`src/rtl/mem_access.sv`:
```
// Memory stage: RV32I loads/stores over a single-outstanding req/ack bus,
// with lane steering, load extension, fault and bus-timeout reporting.
module mem_access #(
   parameter int MEM_TIMEOUT = 16
) (
   input  logic        clk,
   input  logic        reset,
   input  logic        in_valid,
   input  logic        is_load,
   input  logic        is_store,
   input  logic [2:0]  func3,
   input  logic [31:0] addr,
   input  logic [31:0] store_data,
   input  logic [4:0]  dest_i,
   output logic        busy,
   output logic        mem_req,
   output logic        mem_we,
   output logic [31:0] mem_addr,
   output logic [3:0]  mem_be,
   output logic [31:0] mem_wdata,
   input  logic [31:0] mem_rdata,
   input  logic        mem_ack,
   output logic        wb_valid,
   output logic [4:0]  wb_dest,
   output logic [31:0] wb_data,
   output logic        fault,
   output logic        timeout
);

   localparam int CW = $clog2(MEM_TIMEOUT + 1);
   localparam logic [CW-1:0] LAST = CW'(MEM_TIMEOUT - 1);

   typedef enum logic {IDLE, WAIT} state_t;

   state_t        state, state_nx;
   logic [CW-1:0] cnt;
   logic          ld_q;
   logic [2:0]    f3_q;
   logic [1:0]    off_q;
   logic [4:0]    dest_q;

   logic        accept, is_mem, ld, legal_f3, aligned, ok;
   logic [3:0]  be_c;
   logic [31:0] wd_c, rd_sh, ld_val;

   assign busy    = (state == WAIT);
   assign mem_req = (state == WAIT);
   assign accept  = (state == IDLE) && in_valid;
   assign is_mem  = is_load | is_store;
   assign ld      = is_load;
   assign ok      = legal_f3 && aligned;

   always_comb begin
      legal_f3 = 1'b0;
      aligned  = 1'b1;
      be_c     = 4'b1111;
      wd_c     = store_data;
      if (ld)
         legal_f3 = (func3 == 3'b000) || (func3 == 3'b001) || (func3 == 3'b010)
                 || (func3 == 3'b100) || (func3 == 3'b101);
      else
         legal_f3 = (func3 == 3'b000) || (func3 == 3'b001) || (func3 == 3'b010);
      unique case (func3[1:0])
         2'b00: begin
            be_c = 4'b0001 << addr[1:0];
            wd_c = {4{store_data[7:0]}};
         end
         2'b01: begin
            aligned = !addr[0];
            be_c    = addr[1] ? 4'b1100 : 4'b0011;
            wd_c    = {2{store_data[15:0]}};
         end
         default: aligned = (addr[1:0] == 2'b00);
      endcase
      if (ld)
         wd_c = 32'h0;
   end

   // half accesses are aligned, so a byte-granular shift also serves halves
   assign rd_sh = mem_rdata >> {off_q, 3'b000};

   always_comb begin
      ld_val = mem_rdata;
      unique case (f3_q)
         3'b000:  ld_val = {{24{rd_sh[7]}}, rd_sh[7:0]};
         3'b001:  ld_val = {{16{rd_sh[15]}}, rd_sh[15:0]};
         3'b100:  ld_val = {24'h0, rd_sh[7:0]};
         3'b101:  ld_val = {16'h0, rd_sh[15:0]};
         default: ld_val = mem_rdata;
      endcase
   end

   always_comb begin
      state_nx = state;
      unique case (state)
         IDLE: if (accept && is_mem && ok) state_nx = WAIT;
         WAIT: if (mem_ack || cnt == LAST) state_nx = IDLE;
         default: state_nx = IDLE;
      endcase
   end

   always_ff @(posedge clk) begin
      if (reset) state <= IDLE;
      else       state <= state_nx;
   end

   always_ff @(posedge clk) begin
      if (reset) begin
         cnt       <= '0;
         ld_q      <= 1'b0;
         f3_q      <= 3'b0;
         off_q     <= 2'b0;
         dest_q    <= 5'b0;
         mem_we    <= 1'b0;
         mem_addr  <= 32'h0;
         mem_be    <= 4'h0;
         mem_wdata <= 32'h0;
         wb_valid  <= 1'b0;
         wb_dest   <= 5'b0;
         wb_data   <= 32'h0;
         fault     <= 1'b0;
         timeout   <= 1'b0;
      end else begin
         wb_valid <= 1'b0;
         fault    <= 1'b0;
         timeout  <= 1'b0;
         if (accept) begin
            if (!is_mem) begin
               wb_valid <= (dest_i != 5'd0);
               wb_dest  <= dest_i;
               wb_data  <= addr;
            end else if (!ok) begin
               fault <= 1'b1;
            end else begin
               cnt       <= '0;
               ld_q      <= ld;
               f3_q      <= func3;
               off_q     <= addr[1:0];
               dest_q    <= dest_i;
               mem_we    <= !ld;
               mem_addr  <= {addr[31:2], 2'b00};
               mem_be    <= be_c;
               mem_wdata <= wd_c;
            end
         end else if (state == WAIT) begin
            if (mem_ack) begin
               cnt <= '0;
               if (ld_q && dest_q != 5'd0) begin
                  wb_valid <= 1'b1;
                  wb_dest  <= dest_q;
                  wb_data  <= ld_val;
               end
            end else if (cnt == LAST) begin
               cnt     <= '0;
               timeout <= 1'b1;
            end else begin
               cnt <= cnt + CW'(1);
            end
         end
      end
   end

endmodule

```
`config.mk`:
```
export PLATFORM = sky130hd
export DESIGN_NAME = mem_access
export DESIGN_NICKNAME = d
export VERILOG_FILES = /design/src/rtl/mem_access.sv
export SDC_FILE = /design/constraint.sdc
export NUM_CORES = 1
export LEC_CHECK = 0
export BUFFER_PORTS_ARGS = -buffer_cell sky130_fd_sc_hd__clkbuf_2
export CAP_MARGIN = 0
export CORE_ASPECT_RATIO = 0.5
export CORE_MARGIN = 4
export CORE_UTILIZATION = 45
export DETAILED_ROUTE_END_ITERATION = 10
export PLACE_DENSITY = 0.78
export SYNTH_ARGS = -nofsm -noshare
export SYNTH_HDL_FRONTEND = slang
export SYNTH_SLANG_ARGS = --single-unit
```
`constraint.sdc`:
```
create_clock -name clk -period 1.9 [get_ports clk]
set_input_delay 0.19 -clock clk [delete_from_list [all_inputs] [get_ports clk]]
set_output_delay 0.19 -clock clk [all_outputs]
set_load 0.1 [all_outputs]
```
==> results of run 1 <==
-- cells in the mapped netlist, drive strengths merged, types with 3 or more instances --
cell type  count
a221oi         6
nor2b          9
inv            5
buf           28
o22a           6
nand3b        11
a211oi         7
o221ai         7
o21ai          5
nand2        154
a21oi        116
and3           3
nand2b        13
clkbuf        37
o211ai         3
a311oi        10
nor3          12
nor2          86
or3           25
mux2i         33
a2111oi       17
dfxtp        124
-- registers in the layout, summed over array words and instances, names as in the netlist --
name       count
mem_we         1
dest_q         5
fault          1
timeout        1
mem_addr      30
f3_q           3
mem_wdata     32
cnt            5
ld_q           1
wb_data       32
mem_be         4
wb_valid       1
busy           1
off_q          2
wb_dest        5
-- final timing paths --
kind	startpoint	end	slack, ps
worst max register to register	off_q[1]	wb_data[26]	-120
worst max-delay path	off_q[1]	wb_data[26]	-120
worst min register to register	mem_wdata[23]	mem_wdata[23]	450
worst min-delay path	addr[19]	mem_addr[19]	20
-- cell type report --
cell class              count  share of cell area [%]
clock buffers              25                   6.033
clock inverters             7                   1.399
inverters                   5                  0.2332
multi-input cells         550                   40.12
flip-flops and latches    124                   30.94
well taps                 170                   2.643
repair buffers            257                   18.63
-- logic make-up (layout without fill, tap and decap cells) --
kind of cell    Yosys count  after routing  synth area share [%]
flops                   124            124                 42.33
fa+ha+maj                 1              1                0.2133
simple gates            326            327                 24.77
compound gates          186            186                 21.19
buf+inv                  70            294                 5.419
mux                      34             34                 6.017
other cells               1              2               0.06395
-- routing by layer --
metal	share of wire, %	vias to the layer above	track usage (%)
met1	43	2932	29.59
li1	-	3019	-
met4	2.0	0	8.985
met2	48	269	42.89
met5	0	-	0
met3	7.6	39	6.426
-- power by group through the flow --
stage	sequential (mW)	combinational, mW	clock, mW
6_report	2.77	1.65	3.31
5_1_grt	2.78	1.74	3.47
4_1_cts	2.77	1.61	3.35
3_5_place_dp	2.82	1.58	0
3_3_place_gp	2.82	1.56	0
2_1_floorplan	3.47	0.500	0
-- what timing repair did --
| action | 4_1_cts | 5_1_grt |
|---|---|---|
| endpoints found under the hold margin | 0 | 0 |
| buffers inserted | 3 | 4 |
| cloned | 1 | 1 |
| resized for setup | 13 | 22 |
| setup endpoints to repair | 22 | 37 |
| pin swaps | 5 | 11 |
-- worst min-delay path: stages --
cell	delay, ps
clkbuf_2	90
nand2_1	50
a21oi_1	50
==> reports/summary.txt, run 1 <==
Chip Height: 88.72 um
PortBufs: 218
WP depth: 8
Area contributors post-synth: dfxtp_1 42%, a21oi_1 9.9%, nand2_1 9.9%, mux2i_1 5.6%, nor2_1 5.4%
Final Hold Fails: 0
Crit. End Element: flip-flop
Post-DP HPWL: 13,790 um
Wire per inst: 17.10 um
Status: finished with violations
Register-to-Register Path Depth: 8
Worst slack at placement: -398.3 ps
Core Area: 12,700 um^2
Warnings from Yosys: 0
Netlist cell types: 50
Vias: 6,259
CP delay by family, top: compound AO/OA/AOI/OAI gates
Final core occ: 63.36%
Vias in the first global route: 6,017
Maximum clock frequency: 496.1 MHz
Synth Cell Area: 5864 um^2
Hold WC Path Type: primary input to flip-flop
Max_cap viols: 0
Vias per cell: 5.500
CTS Hold Buffers Added: 0
Clock power share: 42.8%
Starting DRT DRC Count: 350
Seq/Total Area, Yosys: 42.33%
RePlAce Congestion: 0.8805
Crit start category: flip-flop
Post-layout minimum cycle time: 2016 ps
Worst path slowest cell: a2111oi_4
Clock transition at path regs: 60 ps
Final setup viols: 16
Pwr Total: 7.724 mW
Total Neg Setup Slack: -1073 ps
# IOs: 221
DRC viols: 0
First-pass GRT wire length: 29,860 um
Internal: 5.287 mW
CP bufs+invs: 3
Core Rows: 29
Most frequent cells in the layout: 217 x clkbuf_2, 154 x nand2_1, 122 x dfxtp_1
Multi-input gate area: 3228 um^2
Sw Share: 31.55%
Skew-Pair Late Insertion Delay: 410 ps
Die width: 169.4 um
TritonCTS clock tree: built
Grt ovf: 0
Clock buffer depth: 2
Number of routed nets with antenna violations: 0
Yosys top cell by area: dfxtp_1
Dpl cells: 1,098
Mapped Avg Cell Area: 7.903 um^2
Pwr Density: 959.9 nW/um^2
RSZ-0062 raised after global routing: true
Initial antenna violation count: 0
Ys async rst share: 0%
Hold Worst Slack: 15.01 ps
Pin count of the biggest net entering global routing: 58
CTS Root Cell: clkbuf_16
TritonCTS Buffers: 17
Fill count: 1,151
Seq cells post-synth: 124
Tot GR Track Use: 24.51%
Layout Cells excl Fill: 1,138
Worst-case clock skew: 10.18 ps
Nets@finish: 1,066
Drt total wl: 19,460 um
Area added between synthesis and finish: 37.21%
DR pass1 iterations: 5
Net Sw Power: 2.437 mW
Leak: 3.322 nW
Sequential share of power: 35.8%
Most common cell after layout, fill and taps aside: clkbuf_2
Slew margin rel.: 38.77%
Tightest Pin Transition: 915.1 ps
Post-Syn Instances: 742
Initial core utilization: 46.18%
Crit Path Category: flip-flop to flip-flop
Crit-path max FO: 13
CP max stage delay: 380 ps
Sequential Area: 2490 um^2
Max VDD drop: 0.0004779 V
Layout cell share with drive strength beyond 1: 33.26%
Clock sink count: 124
Finished Cell Area: 8046 um^2
Number of diodes: 0
CTS H-tree lvls: 4
Worst path cell trace: buf_4 > buf_12 > nand3b_1 > o21a_4 > a2111oi_4 > buf_4 > nor2_4 > a2111oi_4
Final worst-path cycle share: 106.1%
Area fraction of the dominant cell type after synthesis: 42.33%
Max Slew Vio Count: 0
Comb power frac: 21.4%
DIE AREA: 15,030 um^2
Fin worst setup slack: -115.7 ps
Main synth FF type: dfxtp_1
Critical Path RT: 2210 ps
Violated checks: setup timing
EDFF count, synth: 0
Worst EP arrival: 2320 ps
Placed Instance Area: 7211 um^2
Hold depth: 3
Note: power is estimated with default switching activity, not from simulation.
==> inputs of run 2 (changes only) <==
MAX_ROUTING_LAYER = met4   (was default)
==> run 2 against run 1 <==
  * The flow still finishes with violations (setup timing)
  * Critical path depth fell by 2
  * Largest power group unchanged
  * Critical path type unchanged
  * Non-clock buffer count rose by 4
  * Clock skew rose by 3.4 ps
  * Critical endpoint is now wb_data[11]
==> reports/summary.txt, run 2 (synthesis results as in run 1) <==
Status: finished with violations (unchanged)
Violated checks: setup timing (unchanged)
Crit Path Category: flip-flop to flip-flop (unchanged)
Critical Path RT: 2190 ps (was 2210 ps)
Crit. End Element: flip-flop (unchanged)
PortBufs: 218 (unchanged)
Skew-Pair Late Insertion Delay: 420 ps (was 410 ps)
Final worst-path cycle share: 105.4% (was 106.1%)
Initial antenna violation count: 0 (unchanged)
Worst path slowest cell: mux4_2 (was a2111oi_4)
Most common cell after layout, fill and taps aside: clkbuf_2 (unchanged)
TritonCTS clock tree: built (unchanged)
Drt total wl: 19,760 um (was 19,460 um)
Vias: 6,303 (was 6,259)
Slew margin rel.: 38.98% (was 38.77%)
RePlAce Congestion: 0.8863 (was 0.8805)
Final Hold Fails: 0 (unchanged)
First-pass GRT wire length: 29,860 um (about the same)
Clock sink count: 124 (unchanged)
Core Rows: 29 (unchanged)
Starting DRT DRC Count: 393 (was 350)
CP max stage delay: 560 ps (was 380 ps)
Grt ovf: 0 (unchanged)
CTS H-tree lvls: 4 (unchanged)
Post-layout minimum cycle time: 2002 ps (was 2016 ps)
Hold Path End: mem_addr[20] (was mem_addr[19])
Clock buffer depth: 2 (unchanged)
CP bufs+invs: 1 (was 3)
FF-to-FF End: wb_data[11] (was wb_data[26])
Maximum clock frequency: 499.5 MHz (was 496.1 MHz)
Dpl cells: 1,097 (was 1,098)
Clock transition at path regs: 50 ps (was 60 ps)
Number of diodes: 0 (unchanged)
Layout cell share with drive strength beyond 1: 33.47% (was 33.26%)
Top flop regs: mem_wdata (32), wb_data (32), mem_addr (30) (unchanged)
TritonCTS Buffers: 17 (unchanged)
Core Area: 12,700 um^2 (unchanged)
# IOs: 221 (unchanged)
Crit start category: flip-flop (unchanged)
Vias per cell: 5.524 (was 5.500)
Max VDD drop: 0.0005629 V (was 0.0004779 V)
Hold WC Path Type: primary input to flip-flop (unchanged)
Layout Cells excl Fill: 1,141 (was 1,138)
Register-to-Register Path Depth: 6 (was 8)
R2R Setup Slk: -100 ps (was -120 ps)
DRC viols: 0 (unchanged)
Worst EP arrival: 2290 ps (was 2320 ps)
Crit-path max FO: 6 (was 13)
Worst R2R Start: off_q[1] (unchanged)
Nets@finish: 1,070 (was 1,066)
Number of routed nets with antenna violations: 0 (unchanged)
Pin count of the biggest net entering global routing: 57 (was 58)
Leak: 3.346 nW (was 3.322 nW)
CTS Root Cell: clkbuf_16 (unchanged)
Max_cap viols: 0 (unchanged)
Max Slew Vio Count: 0 (unchanged)
Wire per inst: 17.32 um (was 17.10 um)
DIE AREA: 15,030 um^2 (unchanged)
Hold Crit Start: addr[20] (was addr[19])
Post-DP HPWL: 13,710 um (was 13,790 um)
Hold depth: 3 (unchanged)
Tot GR Track Use: 25.51% (was 24.51%)
Die width: 169.4 um (unchanged)
Tightest Pin Transition: 915.2 ps (was 915.1 ps)
DR pass1 iterations: 6 (was 5)
Initial core utilization: 46.18% (unchanged)
CP delay by family, top: compound AO/OA/AOI/OAI gates (unchanged)
Worst path cell trace: mux4_2 > buf_6 > nor2b_4 > o31a_1 > a221oi_2 > nor3_1 (was buf_4 > buf_12 > nand3b_1 > o21a_4 > a2111oi_4 > buf_4 > nor2_4 > a2111oi_4)
Chip Height: 88.72 um (unchanged)
Fin worst setup slack: -102.0 ps (was -115.7 ps)
Area added between synthesis and finish: 40.05% (was 37.21%)
Pwr Density: 918.1 nW/um^2 (was 959.9 nW/um^2)
CTS Hold Buffers Added: 0 (unchanged)
Most frequent cells in the layout: 217 x clkbuf_2, 154 x nand2_1, 122 x dfxtp_1 (unchanged)
Vias in the first global route: 5,894 (was 6,017)
Fill count: 1,129 (was 1,151)
RSZ-0062 raised after global routing: true (unchanged)
Worst-case clock skew: 13.61 ps (was 10.18 ps)
Final setup viols: 21 (was 16)
Total Neg Setup Slack: -1163 ps (was -1073 ps)
run 2: changes by cell type in the layout (fill, tap and decap cells not counted), sizes merged:
cell    change
buf         +4
clkbuf      -3
clkinv      +3
bufinv      -1
run 2: per-stage QoR:
stage	cell area, um^2	hold slack (ps)	utilization, %	power, mW	setup slack [ps]
after floorplan	5872	265.7	-	3.974	61.12
after global placement	7203	433.6	56.72	4.379	-281.2
final	8213	12.68	64.67	7.540	-102.0
after detailed placement	7203	433.2	56.72	4.395	-431.2
after global routing	8213	21.35	64.67	7.790	-166.9
after CTS	7901	6.622	62.22	7.514	-107.0
run 2: cell type report:
class | count | area (um^2) | area share [%]
Clock buffer | 22 | 454.2 | 5.530
Clock inverter | 9 | 97.59 | 1.188
Inverter | 5 | 18.77 | 0.2285
Multi-Input combinational cell | 550 | 3376 | 41.10
Sequential cell | 124 | 2487 | 30.29
Tap cell | 170 | 212.7 | 2.590
Timing Repair Buffer | 261 | 1567 | 19.07
run 2: worst max-delay path by stage:
stage | from | to | cells past startpoint
after floorplan | off_q[1] | wb_data[13] | 6
after global placement | off_q[1] | wb_data[17] | 5
after detailed placement | off_q[1] | wb_data[17] | 5
after CTS | off_q[1] | wb_data[10] | 6
after global routing | off_q[1] | wb_data[30] | 9
final | off_q[1] | wb_data[11] | 6
run 2: what timing repair did:
item / CTS / global route
buffers inserted: 4 / 7
gates resized for setup: 26 / 19
pin swaps: 7 / 8
gates cloned: 1 / 1
endpoints found under the setup margin: 22 / 37
run 2: routing by layer:
metal	vias to the layer above	GRT usage [%]	wire length [um]
met5	-	-	0
met4	0	8.035	356
met3	27	4.552	1225
met2	257	42.49	9463
met1	2977	31.97	8714
li1	3042	-	-
run 2: power by group:
group          internal, mW  leakage, nW  switching [mW]  total, mW
combinational         0.436         2.06            1.25       1.69
sequential             2.71         1.01          0.0643       2.77
clock                  1.94        0.273            1.14       3.08
run 2: worst register-to-register path, stage by stage, from the launching register on:
cell,delay [ps]
dfxtp_2,350
mux4_2,560
buf_6,150
nor2b_4,120
o31a_1,370
a221oi_2,260
nor3_1,80
==> inputs of run 3 (changes only) <==
CORE_MARGIN = default   (was 4)
==> run 3 against run 2 <==
  * The run still ends with setup timing left
  * Sequential share of layout area hardly changed
  * Highest routed layer unchanged
  * Non-clock buffer count is 5 higher
  * Worst setup slack lost 38 ps
  * Wire length is 2.6% lower
  * Power rose by 3.0%
  * Design area increased by 0.17%
  * Combinational power hardly changed
  * Count of clock-buffer cells in the layout is 2 higher
  * Die area fell by 10%
  * Critical path depth unchanged
  * Cell count up 0.44%
==> reports/summary.txt, run 3 (synthesis results as in run 1) <==
Initial antenna violation count: 0 (unchanged)
Max Slew Vio Count: 0 (unchanged)
Hold Crit Start: addr[30] (was addr[20])
Clock transition at path regs: 50 ps (about the same)
Area added between synthesis and finish: 40.28% (was 40.05%)
CTS H-tree lvls: 4 (unchanged)
Worst R2R Start: off_q[1] (unchanged)
Sw Share: 31.75% (was 32.59%)
Leak: 3.375 nW (was 3.346 nW)
DRC viols: 0 (unchanged)
Number of routed nets with antenna violations: 0 (unchanged)
Core Rows: 29 (unchanged)
Final Hold Fails: 0 (unchanged)
Post-DP HPWL: 13,330 um (was 13,710 um)
Net Sw Power: 2.467 mW (was 2.457 mW)
TritonCTS clock tree: built (unchanged)
Crit. End Element: flip-flop (unchanged)
Hold WC Path Type: primary input to flip-flop (unchanged)
Crit Path Category: flip-flop to flip-flop (unchanged)
Tightest Pin Transition: 849.6 ps (was 915.2 ps)
DIE AREA: 13,520 um^2 (was 15,030 um^2)
Number of diodes: 0 (unchanged)
Fin worst setup slack: -140.3 ps (was -102.0 ps)
Most common cell after layout, fill and taps aside: clkbuf_2 (unchanged)
DR pass1 iterations: 5 (was 6)
Grt ovf: 0 (unchanged)
Core Area: 12,700 um^2 (unchanged)
Maximum clock frequency: 490.1 MHz (was 499.5 MHz)
First-pass GRT wire length: 28,020 um (was 29,860 um)
Clock sink count: 124 (unchanged)
Tot GR Track Use: 27.53% (was 25.51%)
Layout cell share with drive strength beyond 1: 34.02% (was 33.47%)
Comb power frac: 21.8% (was 22.4%)
PortBufs: 218 (unchanged)
Total Neg Setup Slack: -1814 ps (was -1163 ps)
Nets@finish: 1,075 (was 1,070)
Worst-case clock skew: 9.189 ps (was 13.61 ps)
Sequential share of power: 35.6% (was 36.7%)
Final setup viols: 22 (was 21)
Drt total wl: 19,240 um (was 19,760 um)
Internal: 5.302 mW (was 5.083 mW)
Final worst-path cycle share: 107.4% (was 105.4%)
CTS Root Cell: clkbuf_16 (unchanged)
Post-layout minimum cycle time: 2040 ps (was 2002 ps)
Finished Cell Area: 8227 um^2 (was 8213 um^2)
RSZ-0062 raised after global routing: true (unchanged)
Critical Path Start: off_q[1] (unchanged)
Initial core utilization: 46.18% (unchanged)
Violated checks: setup timing (unchanged)
Clock buffer depth: 2 (unchanged)
Clock power share: 42.6% (was 40.9%)
Placed Instance Area: 7241 um^2 (was 7203 um^2)
Max_cap viols: 0 (unchanged)
Vias: 6,269 (was 6,303)
TritonCTS Buffers: 17 (unchanged)
Crit start category: flip-flop (unchanged)
Crit-path max FO: 6 (unchanged)
Fill count: 1,088 (was 1,129)
Pwr Density: 944.4 nW/um^2 (was 918.1 nW/um^2)
Critical Path RT: 2180 ps (was 2190 ps)
Die width: 163.4 um (was 169.4 um)
Vias in the first global route: 5,619 (was 5,894)
Most frequent cells in the layout: 217 x clkbuf_2, 153 x nand2_1, 122 x dfxtp_1 (was 217 x clkbuf_2, 154 x nand2_1, 122 x dfxtp_1)
Pin count of the biggest net entering global routing: 43 (was 57)
Top flop regs: mem_wdata (32), wb_data (32), mem_addr (30) (unchanged)
# IOs: 221 (unchanged)
Starting DRT DRC Count: 356 (was 393)
Chip Height: 82.72 um (was 88.72 um)
Wire per inst: 16.79 um (was 17.32 um)
Skew-Pair Late Insertion Delay: 410 ps (was 420 ps)
RePlAce Congestion: 0.8714 (was 0.8863)
Max VDD drop: 0.0005941 V (was 0.0005629 V)
Worst EP arrival: 2330 ps (was 2290 ps)
Status: finished with violations (unchanged)
Dpl cells: 1,102 (was 1,097)
Vias per cell: 5.470 (was 5.524)
Slew margin rel.: 43.15% (was 38.98%)
Layout Cells excl Fill: 1,146 (was 1,141)
run 3: cell types whose count changed in the layout (fill, tap and decap cells not counted), sizes merged:
cell,before,now
clkinv,6,3
bufinv,2,3
clkbuf,240,242
buf,43,48
run 3: worst paths after layout:
path / endpoint / slack [ps] / cells after the start
max: wb_data[11] / -140 / 6
min: mem_addr[30] / 20 / 3
max reg2reg: wb_data[11] / -140 / 6
min reg2reg: mem_wdata[17] / 450 / 2
run 3: area by class of cell:
cell class	instances	area, um^2	area share [%]
clock buffers	24	481.7	5.856
clock inverters	7	112.6	1.369
inverters	5	18.77	0.2281
multi-input cells	550	3328	40.46
flip-flops and latches	124	2490	30.27
well taps	170	212.7	2.586
repair buffers	266	1583	19.24
run 3: metrics by stage:
stage | power [mW] | util [%] | hold WS (ps) | setup WS, ps
6_report | 7.769 | 64.78 | 19.81 | -140.3
3_5_place_dp | 4.399 | 57.01 | 435.6 | -454.3
3_3_place_gp | 4.378 | 57.01 | 431.7 | -308.4
2_1_floorplan | 3.974 | - | 265.7 | 61.12
5_1_grt | 8.034 | 64.78 | 22.22 | -188.2
4_1_cts | 7.734 | 62.65 | 7.886 | -140.9
run 3: timing repair:
item / in CTS / in global routing
hold buffers: 0 / 0
gates cloned: 1 / 1
resized for setup: 16 / 30
setup buffers: 5 / 6
setup endpoints to repair: 22 / 32
pin swaps: 6 / 7
run 3: layer usage:
layer	global-route usage, %	vias to the layer above	part of all wire, %
met2	46.69	273	48
met5	-	-	0
li1	-	3039	-
met3	5.644	36	6.7
met4	10.09	0	1.8
met1	32.79	2921	43
run 3: worst max-delay path, stage by stage (launching register included):
cell      delay, ps
dfxtp_4         350
mux4_2          530
buf_6           140
nor2b_4         120
o31a_1          380
a221oi_2        340
nor3_2           70
run 3: power groups by stage:
stage                     logic (mW)  registers, mW  clock network [mW]
after floorplan                0.500           3.47                   0
after global placement          1.56           2.82                   0
after detailed placement        1.58           2.82                   0
after CTS                       1.61           2.77                3.35
after global routing            1.78           2.78                3.48
final                           1.69           2.77                3.31
